File: config.mk
export PLATFORM = sky130hd
export DESIGN_NAME = fetch_unit
export DESIGN_NICKNAME = d
export VERILOG_FILES = /design/src/rtl/fetch_unit.sv
export SDC_FILE = /design/constraint.sdc
export NUM_CORES = 1
export LEC_CHECK = 0
export CAP_MARGIN = 20
export CELL_PAD_IN_SITES_DETAIL_PLACEMENT = 2
export CELL_PAD_IN_SITES_GLOBAL_PLACEMENT = 2
export CORE_MARGIN = 4
export CORE_UTILIZATION = 25
export DETAILED_ROUTE_END_ITERATION = 10
export HOLD_SLACK_MARGIN = 0.05
export PLACE_DENSITY = 0.91
export SYNTH_ARGS = -nofsm -noshare
export SYNTH_HDL_FRONTEND = slang
export SYNTH_SLANG_ARGS = --single-unit
File: constraint.sdc
create_clock -name clk_i -period 2.7 [get_ports clk_i]
set_input_delay 0.54 -clock clk_i [delete_from_list [all_inputs] [get_ports clk_i]]
set_output_delay 0.54 -clock clk_i [all_outputs]
set_load 0.02 [all_outputs]
File: src/rtl/fetch_unit.sv
// -----------------------------------------------------------------------------
// fetch_unit
//   Instruction-fetch initiator for a 6502-style core. It owns the program
//   counter and reads three bytes at the PC from a single-port byte memory
//   with one-cycle registered read latency. It decodes the instruction length
//   from the opcode and offers {op2, op1, opcode} to decode through a
//   valid/ready handshake. Single-byte stores from execute share the same
//   memory port. Branch/jump redirects reload the PC from any state.
//
// Ports
//   clk_i, rst_i        clock; asynchronous active-high reset
//   mem_addr_o          memory address (store address when granted, else PC)
//   mem_data_o          store byte
//   mem_we_o            memory write enable
//   mem_data_i          read data {addr+2, addr+1, addr}, one cycle after addr
//   instr_valid_o       instruction available to decode
//   instr_ready_i       decode accepts the instruction
//   instr_o             {op2, op1, opcode}
//   instr_len_o         instruction length, 1..3
//   instr_pc_o          address of the opcode
//   redirect_i          load redirect_pc_i into the PC (highest priority)
//   redirect_pc_i       new PC
//   st_req_i            store request, held until st_gnt_o
//   st_addr_i           store address
//   st_data_i           store byte
//   st_gnt_o            store issued on the memory port this cycle
// -----------------------------------------------------------------------------
module fetch_unit #(
  parameter int          MEM_ADDR_SIZE = 16,
  parameter int unsigned RESET_PC      = 0
) (
  input  logic                     clk_i,
  input  logic                     rst_i,
  output logic [MEM_ADDR_SIZE-1:0] mem_addr_o,
  output logic [7:0]               mem_data_o,
  output logic                     mem_we_o,
  input  logic [23:0]              mem_data_i,
  output logic                     instr_valid_o,
  input  logic                     instr_ready_i,
  output logic [23:0]              instr_o,
  output logic [1:0]               instr_len_o,
  output logic [MEM_ADDR_SIZE-1:0] instr_pc_o,
  input  logic                     redirect_i,
  input  logic [MEM_ADDR_SIZE-1:0] redirect_pc_i,
  input  logic                     st_req_i,
  input  logic [MEM_ADDR_SIZE-1:0] st_addr_i,
  input  logic [7:0]               st_data_i,
  output logic                     st_gnt_o
);

  typedef enum logic [1:0] {
    S_REQ   = 2'd0,  // address the opcode (or issue a store)
    S_RSP   = 2'd1,  // read data for pc is on mem_data_i
    S_VALID = 2'd2   // instruction presented to decode
  } state_t;

  state_t                   state;
  logic [MEM_ADDR_SIZE-1:0] pc;
  logic                     store_slot;

  // 6502 length decode, grouped by the cc column of the opcode matrix.
  function automatic logic [1:0] decode_len(input logic [7:0] op);
    logic [1:0] cc;
    logic [2:0] bbb;
    logic [2:0] aaa;
    cc  = op[1:0];
    bbb = op[4:2];
    aaa = op[7:5];
    decode_len = 2'd1;
    case (cc)
      2'b01: begin
        if (bbb == 3'b011 || bbb == 3'b110 || bbb == 3'b111) decode_len = 2'd3;
        else                                                  decode_len = 2'd2;
      end
      2'b10: begin
        case (bbb)
          3'b000, 3'b001, 3'b101: decode_len = 2'd2;
          3'b011, 3'b111:         decode_len = 2'd3;
          default:                decode_len = 2'd1;
        endcase
      end
      2'b00: begin
        if (bbb == 3'b000) begin
          // Column 0 mixes implied (BRK/RTI/RTS), JSR absolute and immediates.
          if (aaa == 3'b001)     decode_len = 2'd3;
          else if (aaa >= 3'b101) decode_len = 2'd2;
          else                    decode_len = 2'd1;
        end else begin
          case (bbb)
            3'b001, 3'b100, 3'b101: decode_len = 2'd2;
            3'b011, 3'b111:         decode_len = 2'd3;
            default:                decode_len = 2'd1;
          endcase
        end
      end
      default: decode_len = 2'd1;  // cc=11 is illegal on the 6502
    endcase
  endfunction

  // The port is free for a store while no read response is pending.
  assign store_slot = (state == S_REQ) || (state == S_VALID);

  // NOTE: every combinational output gets a default before any condition so
  // no path leaves it unassigned (which would infer a latch).
  always_comb begin
    st_gnt_o   = 1'b0;
    mem_we_o   = 1'b0;
    mem_addr_o = pc;
    mem_data_o = 8'h00;
    // Grant and write enable are held off while reset is asserted so a stray
    // store request cannot corrupt memory during reset.
    if (!rst_i && st_req_i && store_slot) begin
      st_gnt_o   = 1'b1;
      mem_we_o   = 1'b1;
      mem_addr_o = st_addr_i;
      mem_data_o = st_data_i;
    end
  end

  // NOTE: sequential state uses non-blocking assignments so every register
  // samples the pre-edge values and the later redirect override is clean.
  always_ff @(posedge clk_i or posedge rst_i) begin
    if (rst_i) begin
      state         <= S_REQ;
      pc            <= MEM_ADDR_SIZE'(RESET_PC);
      instr_valid_o <= 1'b0;
      instr_o       <= '0;
      instr_len_o   <= '0;
      instr_pc_o    <= '0;
    end else begin
      case (state)
        S_REQ: begin
          // A store occupies the port; the fetch read waits a cycle.
          if (!st_req_i) state <= S_RSP;
        end
        S_RSP: begin
          instr_o       <= mem_data_i;
          instr_pc_o    <= pc;
          instr_len_o   <= decode_len(mem_data_i[7:0]);
          instr_valid_o <= 1'b1;
          state         <= S_VALID;
        end
        S_VALID: begin
          if (instr_ready_i) begin
            pc            <= pc + MEM_ADDR_SIZE'(instr_len_o);
            instr_valid_o <= 1'b0;
            state         <= S_REQ;
          end
        end
        default: state <= S_REQ;
      endcase

      // Redirect wins over the sequential PC update; a coincident handshake
      // still consumes the instruction because valid drops either way.
      if (redirect_i) begin
        pc            <= redirect_pc_i;
        instr_valid_o <= 1'b0;
        state         <= S_REQ;
      end
    end
  end

endmodule

==> results.py, run 1 <==
metrics = {
    "critical_path": {
        "path_class": "input pin to output pin",
        "arrival_ns": 2.10,
        "worst_setup_path_start_kind": "input pin",
        "worst-path-buf-inv": 3,
        "crit_family": "buffers and inverters",
        "crit_slowest_cell": "clkdlybuf4s50_1",
        "end_kind": "output pin",
        "crit_path_max_incr_delay_ns": 0.49,
        "cp.required_ns": 2.16,
        "critPathMaxFanout": 7,
        "path_cells": "clkdlybuf4s50_1 -> nor3b_4 -> buf_6 -> mux2_2 -> dlygate4sd2_1",
    },
    "clock_network": {
        "htreeDepth": 3,
        "clk_pin_slew_worst_paths_ns": 0.05,
        "cts_sinks": 61,
        "ctsLongestPathBuffers": 2,
        "cts_buffers": 9,
        "clk_latency_ns": 0.32,
        "cts_root_buffer": "clkbuf_16",
        "cts_tree": "done",
        "cts_hold_buffers": 0,
    },
    "timing": {
        "fin_ws_ns": 0.0551,
        "drv_slew": 0,
        "setup_viol": 0,
        "max_freq_mhz": 378,
        "slew_headroom": 0.524,
        "hold_viol": 0,
        "tightest_slew_ns": 0.712,
        "finalCritPeriodShare": 0.980,
        "whs_ns": 0.490,
        "min_period_ns": 2.64,
        "fin_skew_ns": 0.00779,
        "setup_tns_ns": 0,
    },
    "logic_synthesis": {
        "synth_area_leaders": "dfrtp_1, mux2_2, mux2_1",
        "synth.distinct_cells": 36,
        "synth_ff_type": "dfrtp_1",
        "synth_top_area_frac": 0.503,
        "synthArstFlopShare": 1.00,
        "syn_area_sq_mm": 0.00303,
        "yosysWarnings": 0,
        "yosysSeqAreaShare": 0.503,
        "yosys.area.top_type": "dfrtp_1",
        "syn-num-nets": 329,
        "synth-seq-cells": 61,
        "synth-edff-count": 0,
        "syn_inst": 257,
        "syn_avg_cell_area_sq_um": 11.8,
    },
    "pwr": {
        "vdd_drop_max_v": 0.000254,
        "power_density_mw_per_mm2": 725,
        "leakage_nw": 2.03,
    },
    "route": {
        "wl_um": 10300,
        "vias": 2640,
        "detail_route.iter0.violations": 108,
        "drcViolationCount": 0,
        "vias_per_cell": 4.80,
        "dr.pass1.iters": 4,
        "wl_per_cell_um": 18.7,
        "drtAntennaViolNets": 0,
    },
    "placement": {
        "post-place-ws_ns": -0.236,
        "io_buffers": 137,
        "dpl.cell_count": 533,
        "hpwlAfterDp_um": 7980,
        "dpl_cell_area_sq_mm": 0.00464,
        "place_congestion": 0.687,
    },
    "global_routing": {
        "grt_start_max_net_pins": 47,
        "grt_overflow_total": 0,
        "grt_pass1_wl_um": 16900,
        "grt_pass1_vias": 3115,
        "track_usage": 0.150,
        "grt_antenna_before_repair": 0,
    },
    "floorplan": {
        "die_y_um": 118,
        "fp.dieW_um": 118,
        "core-area_sq_mm": 0.0117,
        "dieArea_sq_mm": 0.0140,
        "core.rowCount": 39,
        "io_pins": 138,
        "initial_core_util": 0.260,
    },
    "finish": {
        "fin_area_sq_mm": 0.00494,
        "area_growth_pct": 62.7,
        "layout_common_cells": "clkdlybuf4s50_1, dfrtp_1, mux2_2",
        "finalNetCount": 474,
        "diodes": 0,
        "regArea_sq_mm": 0.00153,
        "final_common_cell": "clkdlybuf4s50_1",
        "fin_cells": 550,
        "multi_input_area_sq_mm": 0.00142,
        "drive_above_1_share": 0.209,
        "fillers": 1248,
    },
    "run_status": {
        "status": "completed",
    },
    "hold_path": {
        "min_path_type": "register to register",
    },
    "job": {
        "maxCapViolCount": 0,
    },
}
## flip-flops by register name (all words and copies together) (netlist names)
signal	count
instr_o	24
instr_valid_o	1
instr_pc_o	16
pc	16
state	2
instr_len_o	2
## stage by stage
step                       util  power [mW]
after floorplan               -        1.78
after CTS                 0.422        3.64
after global placement    0.398        2.39
after detailed placement  0.398        2.45
final                     0.423        3.58
after global routing      0.423        3.76
## cell type report
cell class,count,share of cell area
timing repair buffer,149,0.298
inverter,7,0.00532
clock inverter,3,0.00862
multi-input combinational,174,0.288
clock buffer,13,0.0547
tap,143,0.0362
sequential,61,0.309
## kinds of logic (layout without fill, tap and decap cells)
family / after synthesis / in the layout / share of synthesized area
AND/OR/NAND/NOR: 71 / 71 / 0.147
flip-flops: 61 / 61 / 0.503
multiplexers: 58 / 58 / 0.213
AO/OA/AOI/OAI: 32 / 32 / 0.0590
buffers and inverters: 22 / 172 / 0.0338
XOR/XNOR: 10 / 10 / 0.0289
adder cells (fa/ha/maj): 3 / 3 / 0.0148
## repair_timing
action                     4_1_cts  5_1_grt
setup endpoints to repair       26       17
setup buffers                    0        1
gates resized for setup         26       21
## power by group
part	switching, mW	internal (mW)
combinational	0.550	0.600
sequential	0.132	1.10
clock	0.408	0.789
total	1.09	2.49
## worst paths after layout
path / start / endpoint / slack (ns) / depth (start not counted)
max: st_req_i / mem_addr_o[6] / 0.06 / 5
max reg2reg: pc[0] / pc[12] / 0.63 / 6
min reg2reg: instr_o[9] / instr_o[9] / 0.49 / 1
min in group asynchronous: rst_i / instr_pc_o[8] / 0.78 / 3
max in group asynchronous: rst_i / pc[14] / 1.36 / 4
min: instr_o[9] / instr_o[9] / 0.49 / 1
## cell usage after synthesis (2+ instances only)
cell type and n:
nand2_1 24, clkbuf_1 6, nor4_2 4, nand3_1 3
buf_2 7, nor3_1 6, and2_1 8, nor2_1 6
mux2_1 11, dfrtp_1 61, inv_1 7, o21ai_1 10
xnor2_1 10, nor2b_1 5, nand4_1 2, nor3b_1 3
nor4_1 4, mux2i_1 5, a21oi_1 3, ha_1 2
a22oi_1 2, o21ai_0 13, mux2_2 42
## layer usage
layer  vias to the layer above  wire length [um]  track usage
met2                        89              5420        0.277
li1                       1195                 -            -
met4                         0                90       0.0293
met3                        11               546       0.0396
met5                         -                 0            0
met1                      1345              4220        0.174
Note: power is estimated with default switching activity, not from simulation.
==> run 2, diff against run 1 <==
--- a/config.mk
+++ b/config.mk
@@ -5,7 +5,7 @@
 export SDC_FILE = /design/constraint.sdc
 export NUM_CORES = 1
 export LEC_CHECK = 0
-export CAP_MARGIN = 20
+export CAP_MARGIN = 0
 export CELL_PAD_IN_SITES_DETAIL_PLACEMENT = 2
 export CELL_PAD_IN_SITES_GLOBAL_PLACEMENT = 2
 export CORE_MARGIN = 4
@@ -13,6 +13,7 @@
 export DETAILED_ROUTE_END_ITERATION = 10
 export HOLD_SLACK_MARGIN = 0.05
 export PLACE_DENSITY = 0.91
+export REMOVE_ABC_BUFFERS = 1
 export SYNTH_ARGS = -nofsm -noshare
 export SYNTH_HDL_FRONTEND = slang
 export SYNTH_SLANG_ARGS = --single-unit
==> run 2 against run 1 <==
Net effect: sequential share of layout area up 0.27 points; clock skew about the same; maximum frequency down 0.71%; design area down 0.86%; via count down 2.3%; wire length down 1.6%; first-iteration DRC count down 35%; combinational power about the same; cell count up 0.18%.
==> results.py, run 2 (synthesis results as in run 1) <==
metrics = {
    "route": {
        "wl_um": 10100,
        "vias_per_cell": 4.68,
        "detail_route.iter0.violations": 70,
        "wl_per_cell_um": 18.4,
        "vias": 2579,
        "drtAntennaViolNets": 0,
        "dr.pass1.iters": 2,
        "drcViolationCount": 0,
    },
    "finish": {
        "drive_above_1_share": 0.213,
        "layout_common_cells": "clkdlybuf4s50_1, dfrtp_1, mux2_2",
        "reg_top3": "instr_o x24, instr_pc_o x16, pc x16",
        "area_growth_pct": 61.3,
        "largest_register": "instr_o",
        "finalNetCount": 475,
        "fillers": 1216,
        "final_common_cell": "clkdlybuf4s50_1",
        "multi_input_area_sq_mm": 0.00142,
        "utilization": 0.420,
        "regArea_sq_mm": 0.00153,
        "diodes": 0,
        "largest_register_ffs": 24,
    },
    "clock_network": {
        "htreeDepth": 3,
        "cts_buffers": 9,
        "cts_sinks": 61,
        "clk_pin_slew_worst_paths_ns": 0.05,
        "clk_latency_ns": 0.32,
        "cts_tree": "done",
        "ctsLongestPathBuffers": 2,
        "cts_root_buffer": "clkbuf_16",
    },
    "placement": {
        "io_buffers": 137,
        "place_congestion": 0.746,
        "hpwlAfterDp_um": 7790,
    },
    "global_routing": {
        "grt_overflow_total": 0,
        "grt_antenna_before_repair": 0,
        "grt_pass1_wl_um": 16300,
        "grt_pass1_vias": 2960,
        "track_usage": 0.147,
        "grt_start_max_net_pins": 39,
    },
    "pwr": {
        "pwr-share-seq": 0.352,
        "switchingPower_mw": 1.08,
        "p_int_mw": 2.43,
        "switching_share": 0.308,
        "power_density_mw_per_mm2": 718,
        "combPwrFrac": 0.327,
        "clkPwrFrac": 0.321,
        "fin_total_pwr_mw": 3.51,
        "vdd_drop_max_v": 0.000298,
        "leakage_nw": 2.02,
    },
    "critical_path": {
        "critPathMaxFanout": 8,
        "worst_setup_path_start_kind": "input pin",
        "arrival_ns": 2.12,
        "r2r-end": "pc[10]",
        "cp.required_ns": 2.16,
        "r2r_setup_slack_ns": 0.58,
        "r2r-start": "instr_len_o[0]",
        "reg2reg_depth": 7,
        "path_class": "input pin to output pin",
        "end_kind": "output pin",
    },
    "timing": {
        "tightest_slew_ns": 0.594,
        "hold_viol": 0,
        "min_period_ns": 2.66,
        "finalCritPeriodShare": 0.987,
        "fin_skew_ns": 0.00812,
        "whs_ns": 0.486,
        "setup_viol": 0,
        "max_freq_mhz": 375,
        "slew_headroom": 0.602,
        "drv_slew": 0,
        "grt_setup_unrepaired": "true",
    },
    "floorplan": {
        "initial_core_util": 0.260,
        "dieArea_sq_mm": 0.0140,
        "io_pins": 138,
        "core-area_sq_mm": 0.0117,
        "die_y_um": 118,
        "core.rowCount": 39,
        "fp.dieW_um": 118,
    },
    "hold_path": {
        "hp-start": "instr_pc_o[1]",
        "min_delay_path_depth": 1,
        "min_path_type": "register to register",
        "whs_endpoint": "instr_pc_o[1]",
    },
    "run_status": {
        "status": "completed",
    },
    "job": {
        "maxCapViolCount": 0,
    },
}
run 2: layout make-up:
type,count,share of cell area
multi-input cells,174,0.291
flip-flops and latches,61,0.312
well taps,143,0.0366
repair buffers,150,0.296
clock buffers,11,0.0496
inverters,7,0.00537
clock inverters,5,0.0102
run 2: timing repair:
item | 4_1_cts | 5_1_grt
resized for setup | 32 | 15
setup buffers | 3 | 1
hold buffers | 0 | 0
endpoints found under the hold margin | 0 | 0
setup endpoints to repair | 26 | 13
run 2: power by group through the flow:
stage          Combinational [mW]  Clock [mW]  Sequential [mW]
2_1_floorplan               0.352           0             1.42
3_3_place_gp                 1.15           0             1.23
3_5_place_dp                 1.18           0             1.25
4_1_cts                      1.17        1.17             1.24
5_1_grt                      1.23        1.21             1.26
6_report                     1.15        1.13             1.24
run 2: metrics by stage:
step	std cells	setup TNS, ns	area, sq um	worst slack (ns)
floorplan	242	-46.30	2960	-1.60
global placement	531	-3.77	4610	-0.237
detailed placement	531	-4.15	4610	-0.279
CTS	550	-0.0145	4900	-0.0145
global route	551	-0.158	4890	-0.0409
finish	551	0	4890	0.0362
run 2: how the worst max path moves through the flow:
stage          startpoint        endpoint  slack, ns  cells past startpoint
5_1_grt          st_req_i  mem_addr_o[15]      -0.04                      5
2_1_floorplan       rst_i  mem_addr_o[12]      -1.60                      2
3_3_place_gp     st_req_i  mem_addr_o[12]      -0.24                      7
6_report         st_req_i  mem_addr_o[15]       0.04                      5
3_5_place_dp     st_req_i  mem_addr_o[12]      -0.28                      7
4_1_cts          st_req_i  mem_addr_o[12]      -0.01                      8
run 2: critical path: stages:
cell             delay [ns]
clkdlybuf4s50_1        0.48
nor3b_4                0.21
buf_4                  0.21
mux2_2                 0.35
dlygate4sd2_1          0.32
run 2: per-layer routing:
layer  wire (um)  up-vias  track usage  part of all wire
li1            -     1197            -                 -
met1        4100     1273        0.167              0.41
met2        5190       98        0.265              0.51
met3         680       11       0.0415             0.067
met4         147        0       0.0505             0.015
met5           0        -            0                 0
==> run 3, diff against run 2 <==
--- a/config.mk
+++ b/config.mk
@@ -13,7 +13,6 @@
 export DETAILED_ROUTE_END_ITERATION = 10
 export HOLD_SLACK_MARGIN = 0.05
 export PLACE_DENSITY = 0.91
-export REMOVE_ABC_BUFFERS = 1
 export SYNTH_ARGS = -nofsm -noshare
 export SYNTH_HDL_FRONTEND = slang
 export SYNTH_SLANG_ARGS = --single-unit
==> results of run 3 <==
Same layout as run 1: the final DEF is identical, and so are final timing and power.
